File: src/rtl/srv_icache_pkg.sv
// Shared types and helpers for the srv_icache_sa set-associative instruction cache:
// FSM state encoding, address-split widths and tree pseudo-LRU maths.
package srv_icache_pkg;

  typedef enum logic [1:0] {
    S_IDLE   = 2'd0,
    S_LOOKUP = 2'd1,
    S_REFILL = 2'd2,
    S_RESP   = 2'd3
  } state_t;

  function automatic int offs_w(input int line_words);
    return $clog2(line_words);
  endfunction

  function automatic int idx_w(input int nsets);
    return $clog2(nsets);
  endfunction

  function automatic int tag_w(input int line_words, input int nsets);
    return 32 - offs_w(line_words) - idx_w(nsets);
  endfunction

  function automatic int way_w(input int nways);
    return (nways > 1) ? $clog2(nways) : 1;
  endfunction

  // Tree bits live in heap order at tree[1..7]; a 0 bit means the victim is in the left subtree.
  function automatic logic [7:0] plru_touch(input logic [7:0] tree, input int levels,
                                            input logic [2:0] way);
    logic [7:0] t;
    logic [3:0] node;
    logic [3:0] parent;
    t    = tree;
    node = 4'(1 << levels) + {1'b0, way};
    for (int l = 0; l < 3; l++) begin
      if (l < levels) begin
        parent            = node >> 1;
        t[parent[2:0]]    = ~node[0];
        node              = parent;
      end
    end
    return t;
  endfunction

  function automatic logic [2:0] plru_victim(input logic [7:0] tree, input int levels);
    logic [3:0] node;
    node = 4'd1;
    for (int l = 0; l < 3; l++) begin
      if (l < levels) node = {node[2:0], tree[node[2:0]]};
    end
    return 3'(node - 4'(1 << levels));
  endfunction

endpackage

File: src/rtl/srv_icache_plru.sv
// One set's tree pseudo-LRU state: NWAYS-1 bits, updated toward MRU on touch.
module srv_icache_plru
  import srv_icache_pkg::*;
#(
  parameter  int NWAYS = 2,
  localparam int WAY_W = way_w(NWAYS)
) (
  input  logic             clk,
  input  logic             rst_n,
  input  logic             touch_en,
  input  logic [WAY_W-1:0] touch_way,
  output logic [WAY_W-1:0] victim_way
);

  localparam int LEVELS = $clog2(NWAYS);

  logic [7:0] tree_q;

  always_ff @(posedge clk) begin
    if (!rst_n) tree_q <= '0;
    else if (touch_en) tree_q <= plru_touch(tree_q, LEVELS, 3'(touch_way));
  end

  assign victim_way = WAY_W'(plru_victim(tree_q, LEVELS));

endmodule

File: src/rtl/srv_icache_sa.sv
// Set-associative instruction cache for schoolRISCV with single-request refill FSM and fence.i flush.
// Define SRV_ICACHE_PERF_EN to add the hit_cnt_o / miss_cnt_o performance counters.
module srv_icache_sa
  import srv_icache_pkg::*;
#(
  parameter int NWAYS      = 2,
  parameter int NSETS      = 4,
  parameter int LINE_WORDS = 4
) (
  input  logic                     clk,
  input  logic                     rst_n,
  input  logic                     imem_req_i,
  input  logic [31:0]              imAddr,
  input  logic                     flush_i,
  output logic [31:0]              imData,
  output logic                     im_drdy,
  output logic                     busy_o,
  output logic [31:0]              ext_addr_o,
  output logic                     ext_req_o,
  input  logic                     ext_rsp_i,
  input  logic [32*LINE_WORDS-1:0] ext_data_i
`ifdef SRV_ICACHE_PERF_EN
  ,
  output logic [31:0]              hit_cnt_o,
  output logic [31:0]              miss_cnt_o
`endif
);

  localparam int OFFS   = offs_w(LINE_WORDS);
  localparam int IDX    = idx_w(NSETS);
  localparam int TAG    = tag_w(LINE_WORDS, NSETS);
  localparam int IDX_B  = (IDX > 0) ? IDX : 1;
  localparam int WAY_W  = way_w(NWAYS);
  localparam int LINE_W = 32 * LINE_WORDS;

  state_t            state_q;
  logic [31:0]       addr_q;
  logic              flush_pend_q;
  logic [LINE_W-1:0] data_q  [NSETS][NWAYS];
  logic [TAG-1:0]    tag_q   [NSETS][NWAYS];
  logic [NWAYS-1:0]  valid_q [NSETS];

  logic [OFFS-1:0]   off;
  logic [IDX_B-1:0]  idx;
  logic [TAG-1:0]    tag;
  logic              hit;
  logic [WAY_W-1:0]  hit_way;
  logic [WAY_W-1:0]  victim;
  logic              inv_found;
  logic [WAY_W-1:0]  inv_way;
  logic [WAY_W-1:0]  plru_vic [NSETS];
  logic              touch_en;
  logic [WAY_W-1:0]  touch_way;
  logic              refill_done;
  logic              to_idle;
  logic              clear_all;

  assign off = addr_q[OFFS-1:0];
  assign idx = IDX_B'((addr_q >> OFFS) & 32'(NSETS - 1));
  assign tag = addr_q[31 -: TAG];

  always_comb begin
    hit       = 1'b0;
    hit_way   = '0;
    inv_found = 1'b0;
    inv_way   = '0;
    for (int w = NWAYS - 1; w >= 0; w--) begin
      if (valid_q[idx][w] && (tag_q[idx][w] == tag)) begin
        hit     = 1'b1;
        hit_way = WAY_W'(w);
      end
      if (!valid_q[idx][w]) begin
        inv_found = 1'b1;
        inv_way   = WAY_W'(w);
      end
    end
  end

  // Fill empty ways first so PLRU only arbitrates once the set is full.
  assign victim      = inv_found ? inv_way : plru_vic[idx];
  assign refill_done = (state_q == S_REFILL) && ext_rsp_i;
  assign touch_en    = ((state_q == S_LOOKUP) && hit) || refill_done;
  assign touch_way   = (state_q == S_LOOKUP) ? hit_way : victim;
  assign to_idle     = ((state_q == S_LOOKUP) && hit) || (state_q == S_RESP);
  assign clear_all   = ((state_q == S_IDLE) && flush_i) || (to_idle && (flush_pend_q || flush_i));
  assign busy_o      = (state_q != S_IDLE) || flush_pend_q;

  for (genvar s = 0; s < NSETS; s++) begin : g_set
    srv_icache_plru #(.NWAYS(NWAYS)) u_plru (
      .clk        (clk),
      .rst_n      (rst_n),
      .touch_en   (touch_en && (idx == IDX_B'(s))),
      .touch_way  (touch_way),
      .victim_way (plru_vic[s])
    );
  end

  always_ff @(posedge clk) begin
    if (!rst_n) begin
      state_q      <= S_IDLE;
      addr_q       <= '0;
      flush_pend_q <= 1'b0;
      imData       <= '0;
      im_drdy      <= 1'b0;
      ext_req_o    <= 1'b0;
      ext_addr_o   <= '0;
      for (int s = 0; s < NSETS; s++) valid_q[s] <= '0;
    end else begin
      im_drdy <= 1'b0;
      if ((state_q != S_IDLE) && flush_i) flush_pend_q <= 1'b1;
      case (state_q)
        S_IDLE: begin
          // A simultaneous flush wins; the request is dropped and must be retried.
          if (imem_req_i && !flush_i) begin
            addr_q  <= imAddr;
            state_q <= S_LOOKUP;
          end
        end
        S_LOOKUP: begin
          if (hit) begin
            imData  <= data_q[idx][hit_way][{off, 5'd0} +: 32];
            im_drdy <= 1'b1;
            state_q <= S_IDLE;
          end else begin
            ext_req_o  <= 1'b1;
            ext_addr_o <= {addr_q[31:OFFS], {OFFS{1'b0}}};
            state_q    <= S_REFILL;
          end
        end
        S_REFILL: begin
          if (ext_rsp_i) begin
            ext_req_o <= 1'b0;
            imData    <= ext_data_i[{off, 5'd0} +: 32];
            state_q   <= S_RESP;
          end
        end
        S_RESP: begin
          im_drdy <= 1'b1;
          state_q <= S_IDLE;
        end
        default: state_q <= S_IDLE;
      endcase
      if (to_idle) flush_pend_q <= 1'b0;
      if (clear_all) begin
        for (int s = 0; s < NSETS; s++) valid_q[s] <= '0;
      end else if (refill_done) begin
        valid_q[idx][victim] <= 1'b1;
      end
    end
  end

  always_ff @(posedge clk) begin
    if (rst_n && refill_done) begin
      data_q[idx][victim] <= ext_data_i;
      tag_q[idx][victim]  <= tag;
    end
  end

`ifdef SRV_ICACHE_PERF_EN
  always_ff @(posedge clk) begin
    if (!rst_n) begin
      hit_cnt_o  <= '0;
      miss_cnt_o <= '0;
    end else if (state_q == S_LOOKUP) begin
      if (hit) hit_cnt_o  <= hit_cnt_o + 32'd1;
      else     miss_cnt_o <= miss_cnt_o + 32'd1;
    end
  end
`endif

`ifndef SYNTHESIS
  a_no_req_while_busy: assert property (@(posedge clk) disable iff (!rst_n) !(imem_req_i && busy_o));
`endif

endmodule

File: config.mk
export PLATFORM = sky130hd
export DESIGN_NAME = srv_icache_sa
export DESIGN_NICKNAME = d
export VERILOG_FILES = /design/src/rtl/srv_icache_pkg.sv /design/src/rtl/srv_icache_plru.sv /design/src/rtl/srv_icache_sa.sv
export SDC_FILE = /design/constraint.sdc
export NUM_CORES = 1
export LEC_CHECK = 0
export CORE_ASPECT_RATIO = 0.75
export CORE_MARGIN = 8
export CORE_UTILIZATION = 50
export DETAILED_ROUTE_END_ITERATION = 8
export GPL_ROUTABILITY_DRIVEN = 0
export PLACE_DENSITY = 0.79
export SLEW_MARGIN = 40
export SYNTH_ARGS = -nofsm -noshare
export SYNTH_HDL_FRONTEND = slang
export SYNTH_SLANG_ARGS = --single-unit
File: constraint.sdc
create_clock -name clk -period 14.74 [get_ports clk]
set_clock_uncertainty 0.15 [all_clocks]
set_input_delay 2.948 -clock clk [delete_from_list [all_inputs] [get_ports clk]]
set_output_delay 2.948 -clock clk [all_outputs]
set_load 0.01 [all_outputs]
# ---- Yosys cells after proc, flatten, opt, wreduce, memory -nomap -nowiden
# Memory sizes are Yosys's and may differ from the RTL's. A register that Yosys moved wholly into a read port is not among the register bits.
# Cells that the tools add are included.
dict set report word_totals {
  input_bits 165
  output_inout_bits 67
  memories 3
  romBits 0
  ramBits 1256
  register_bits 131
  latch_bits 0
  word_cells 146
}
# name words width read_ports rd_ports_with_merged_regs wr line_no
set memory_table {}
lappend memory_table {data_q 4 256 1 1 1 srv_icache_sa.sv:39} ;# logic [LINE_W-1:0] data_q [NSETS][NWAYS];
lappend memory_table {tag_q 4 56 1 1 1 srv_icache_sa.sv:40} ;# logic [TAG-1:0] tag_q [NSETS][NWAYS];
lappend memory_table {valid_q 4 2 1 1 4 srv_icache_sa.sv:41} ;# logic [NWAYS-1:0] valid_q [NSETS];
dict set report classes {
  magnitude_cmp 8
  n_div 0
  n_bitwise 10
  muxes 62
  multipliers 0
  n_reduce_logical 33
  eq_ne 12
  addsub 5
  n_shift 2
}
# op n
set ops {}
lappend ops {{two-way mux 128 bit} 4}
lappend ops {{two-way mux 256 bit} 1}
lappend ops {{variable part select 128 x 8 -> 32 bit} 2}
lappend ops {{demux 128 bit (select 1 bit)} 1}
lappend ops {{two-way mux 32 bit} 2}
lappend ops {{one-hot mux 32 bit (2 select lines)} 1}
lappend ops {{equality test 28 bit} 2}
lappend ops {{two-way mux 56 bit} 1}
lappend ops {{two-way mux 2 bit} 17}
lappend ops {{bitwise mux 8 bit} 4}
lappend ops {{demux 28 bit (select 1 bit)} 1}
lappend ops {{two-way mux 28 bit} 1}
lappend ops {{two-way mux 1 bit} 23}
lappend ops {{logical AND 1 bit} 16}
lappend ops {{equality test 2 bit, second input constant} 4}
lappend ops {{one-hot mux 2 bit (4 select lines)} 1}
lappend ops {{inequality test 2 bit, second input constant} 3}
lappend ops {{AND reduction 2 bit} 3}
lappend ops {{AND reduction 3 bit} 2}
lappend ops {{logical OR 1 bit} 5}
lappend ops {{equality test 2 x 1 -> 1 bit, second input constant} 2}
lappend ops {{greater-or-equal comparator 2 bit, second input constant} 2}
lappend ops {{zero test 2 bit} 2}
lappend ops {{less-than comparator 3 x 4 -> 1 bit, second input constant} 1}
lappend ops {{other kinds (19)} 31}

# ---- Depth between registers and ports, before layout
dict set report logic_depth {
  word_depth 13
  mapped_depth 15
  ltp_nobuf 9
}

# ---- Modules after synthesis
# From an unflattened synthesis, not the netlist that was laid out.
dict set report hier_totals {
  cells_unflattened 2773
  hier_area_um2 53333.7
}
# mod cells_per_inst instances area_each_um2 seq_area_each_um2
set by_module_without_submodules {}
lappend by_module_without_submodules {srv_icache_sa 2761 1 53198.5 39658.0}
lappend by_module_without_submodules {srv_icache_plru 3 4 33.8 20.0}

# ---- Worst setup path before layout
# OpenSTA, ideal clock, no wires.
dict set report synth_timing {
  kind {input-to-reg}
  startpoint {in rst_n}
  endpoint {mem data_q[0][0] (netlist bit) (enable)}
  setup_ns 0.865
  stages 3
  path_buffers 0
  t_required_ns 13.725
  path_slack_ns -0.269
  arrival_ns 13.994
  cell_sequence {inv_2 -> or3_1 -> nor3_1}
}
dict set report synth_between {
  elab_chain_cells 3
}
# item line_no
set synth_rtl {}
lappend synth_rtl {{from (decl)} srv_icache_sa.sv:11} ;# input logic rst_n,
lappend synth_rtl {{logical AND 1 bit} srv_icache_sa.sv:153} ;# if (rst_n && refill_done) begin
lappend synth_rtl {{two-way mux 1 bit} srv_icache_sa.sv:153}
lappend synth_rtl {{two-way mux 256 bit (implied by the code)} srv_icache_sa.sv:154} ;# data_q[idx][victim] <= ext_data_i;
lappend synth_rtl {{to (decl)} srv_icache_sa.sv:39}
# Every way passes these cells.

==> results.yml <==
clock_tree:
  cts_tree: "built"
  ctsHoldBuffers: 0
  post_cts_buffers: 0
  cts_buffer_depth: 3
  cts_sinks: 1361
  clock_latency_ps: 730
  root_buffer: "clkbuf_16"
  post_cts_resized: 0
  cts_buffers: 120
  cts.htree.levels: 3
  clk_pin_slew_worst_paths_ps: 70
power_and_ir_drop:
  total_power_mw: 7.88
  p_per_area_nw_per_um2: 125
  cellLeakagePower_nw: 19.4
  irDropWorstVdd_v: 0.000113
placement:
  dp_hpwl_um: 81300
  dp_cells: 4680
  place_ws_ps: 7850
  io_buffers: 229
  place_area_um2: 59000
sta:
  hold_ws_ps: 302
  slew_headroom_pct: 40.2
  drv_slew: 0
  worst_slew_pin_slew_ps: 888
  period_share_pct: 44.4
  setup_tns_ps: 0
  finalSetupViolCount: 0
  fin_crit_ps: 6550
  setup_slack_ps: 8190
  hold_violations: 0
  rsz0062_at_grt: "false"
  timing.fmax_mhz: 153
detailed_routing:
  finalWirelength_um: 138000
  dr.first_iter.drc_count: 4227
  ant_nets: 0
  vias: 31000
  routedWlPerCell_um: 28.1
  drc: 0
  drt_first_pass_iters: 6
  routed_via_density: 6.31
critical_path:
  crit_path_start_kind: "flip-flop"
  critPathCaptureType: "flip-flop"
  crit_path_frequent_cell: "buf_4"
  path_buf_inv: 4
  path_max_fanout: 56
  critical_path.cell_chain: "buf_4, buf_12, buf_6, mux2i_1, nand2_1, a32o_1, nor4_1, and3_2, buf_4, a2bb2oi_1, a311oi_1, o21ai_0, nand4_1"
  critPathTopFamily: "buffers and inverters"
  critPathRequiredTime_ps: 15240
  setup.worst_path.class: "reg2reg"
  cp_data_arrival_time_ps: 7050
  crit_slowest_cell: "and3_2"
  slowest_delay_ps: 860
finish:
  fin_area_um2: 63100
  area_growth_pct: 14.9
  fin_nets: 3525
  final_cell_mix: "1248 x edfxtp_1, 231 x mux4_2, 229 x clkdlybuf4s50_1"
  final_common_cell: "edfxtp_1"
  final-instance-count-excl-fill: 4920
  drive_gt1_share_pct: 17.3
  final_core_util_pct: 57.8
  fillerInstances: 7818
grt:
  grtUsageTotal_pct: 22.5
  antenna_found_initial: 27
  grt_max_degree: 115
  grt_pass1_vias: 30800
  grt_pass1_wl_um: 204000
  grt-ovfl-total: 0
synth:
  ys_types: 58
  synthAdderAreaFrac_pct: 0
  ys_ff_latch: 1361
  ys_warn_count: 0
  synth_top_family_by_area: "multiplexers"
  synth.area.mux_share_pct: 14.0
  synthSimpleGateAreaFrac_pct: 3.56
  synth_area_um2: 54900
  yosysSeqAreaShare_pct: 72.4
  ys.flop_type: "edfxtp_1"
  avgSynthCellArea_um2: 17.3
  synth_xor_area_share_pct: 0.686
  synthCells: 3169
  synth-async-reset-ratio_pct: 0
  synth_compound_area_share_pct: 7.35
  synth-edff-count: 1248
status:
  status: "complete, no violations"
floorplanning:
  initial_core_util_pct: 50.3
  fp-row-count: 105
  die_w_um: 399
  coreArea_um2: 109000
  dieArea_um2: 121000
  ios: 232
  die_height_um: 303
job:
  maxCapViolCount: 0
hold_path:
  worst_hold_path_type: "reg2reg"
  hp-start: "ext_addr_o[19]"
## power breakdown
part	internal (mW)	switching [mW]
clock network	1.85	1.40
registers	4.22	0.0230
logic	0.164	0.232
## final timing paths
kind / endpoint / slack [ps] / depth (start not counted)
worst max-delay path: imData[31] / 8190 / 13
worst min-delay path: ext_addr_o[19] / 300 / 2
worst max register to register: imData[31] / 8190 / 13
worst min register to register: ext_addr_o[19] / 300 / 2
## layout make-up
cell class / count / area, µm² / share of cell area, %
Sequential cell: 1361 / 39700 / 63.0
Multi-Input combinational cell: 1558 / 14200 / 22.5
Clock buffer: 156 / 3360 / 5.33
Timing Repair Buffer: 305 / 3190 / 5.05
Tap cell: 1444 / 1810 / 2.86
Clock inverter: 69 / 709 / 1.12
Inverter: 14 / 52.6 / 0.0833
Antenna cell: 13 / 32.5 / 0.0515
## registers in the layout, summed over array words and instances (netlist names), named ones only
signal / count
tag_q: 224
im_drdy: 1
valid_q: 8
data_q: 1024
state_q: 1
g_set.u_plru.tree_q: 4
flush_pend_q: 1
addr_q: 32
ext_req_o: 1
imData: 32
ext_addr_o: 30
## synthesized netlist by cell type (all sizes together), types with 3 or more instances
| master | instances | area share [%] |
|---|---|---|
| a21oi | 152 | 1.4 |
| a31oi | 32 | 0.36 |
| mux2i | 166 | 3.0 |
| o2111ai | 6 | 0.096 |
| a2bb2oi | 67 | 1.1 |
| xor2 | 17 | 0.27 |
| buf | 81 | 0.85 |
| nand2 | 176 | 1.2 |
| nor2b | 5 | 0.057 |
| or3 | 6 | 0.068 |
| mux4 | 231 | 9.5 |
| nor4 | 8 | 0.091 |
| xnor2 | 26 | 0.41 |
| nor3 | 5 | 0.055 |
| o211ai | 67 | 0.92 |
| o21ai | 72 | 0.66 |
| nand2b | 8 | 0.091 |
| mux2 | 74 | 1.5 |
| a211o | 62 | 0.99 |
| a311oi | 33 | 0.53 |
| edfxtp | 1248 | 68 |
| a22oi | 3 | 0.041 |
| a32oi | 4 | 0.064 |
| dfxtp | 113 | 4.1 |
| clkbuf | 156 | 1.1 |
| nor2 | 185 | 1.3 |
| inv | 14 | 0.096 |
| a32o | 4 | 0.073 |
| a211oi | 71 | 0.97 |
| nand3 | 8 | 0.073 |
| nand4 | 43 | 0.49 |
## cells by family (layout without fill, tap and decap cells)
kind of cell              after synthesis  in the layout
DFF                                  1361           1361
AOI/OAI and AO/OA                     586            586
muxes                                 471            471
and+or+nand+nor                       456            456
buffers and inverters                 251            544
xor gates and xnor gates               43             43
other                                   1             15
## metal layers
metal	up-vias	GRT usage, %	wire length, µm
met4	14	6.46	3750
met2	1823	35.8	65300
met3	263	4.85	14300
met5	-	0	90
li1	13200	-	-
met1	15700	31.5	54800
## worst reg2reg max path: stages (launching register included)
cell       delay, ps
dfxtp_4          790
buf_4            470
buf_12           310
buf_6            570
mux2i_1          410
nand2_1           90
a32o_1           270
nor4_1           530
and3_2           860
buf_4            640
a2bb2oi_1        150
a311oi_1         740
o21ai_0          340
nand4_1          170
(Power assumes the default switching activity.)
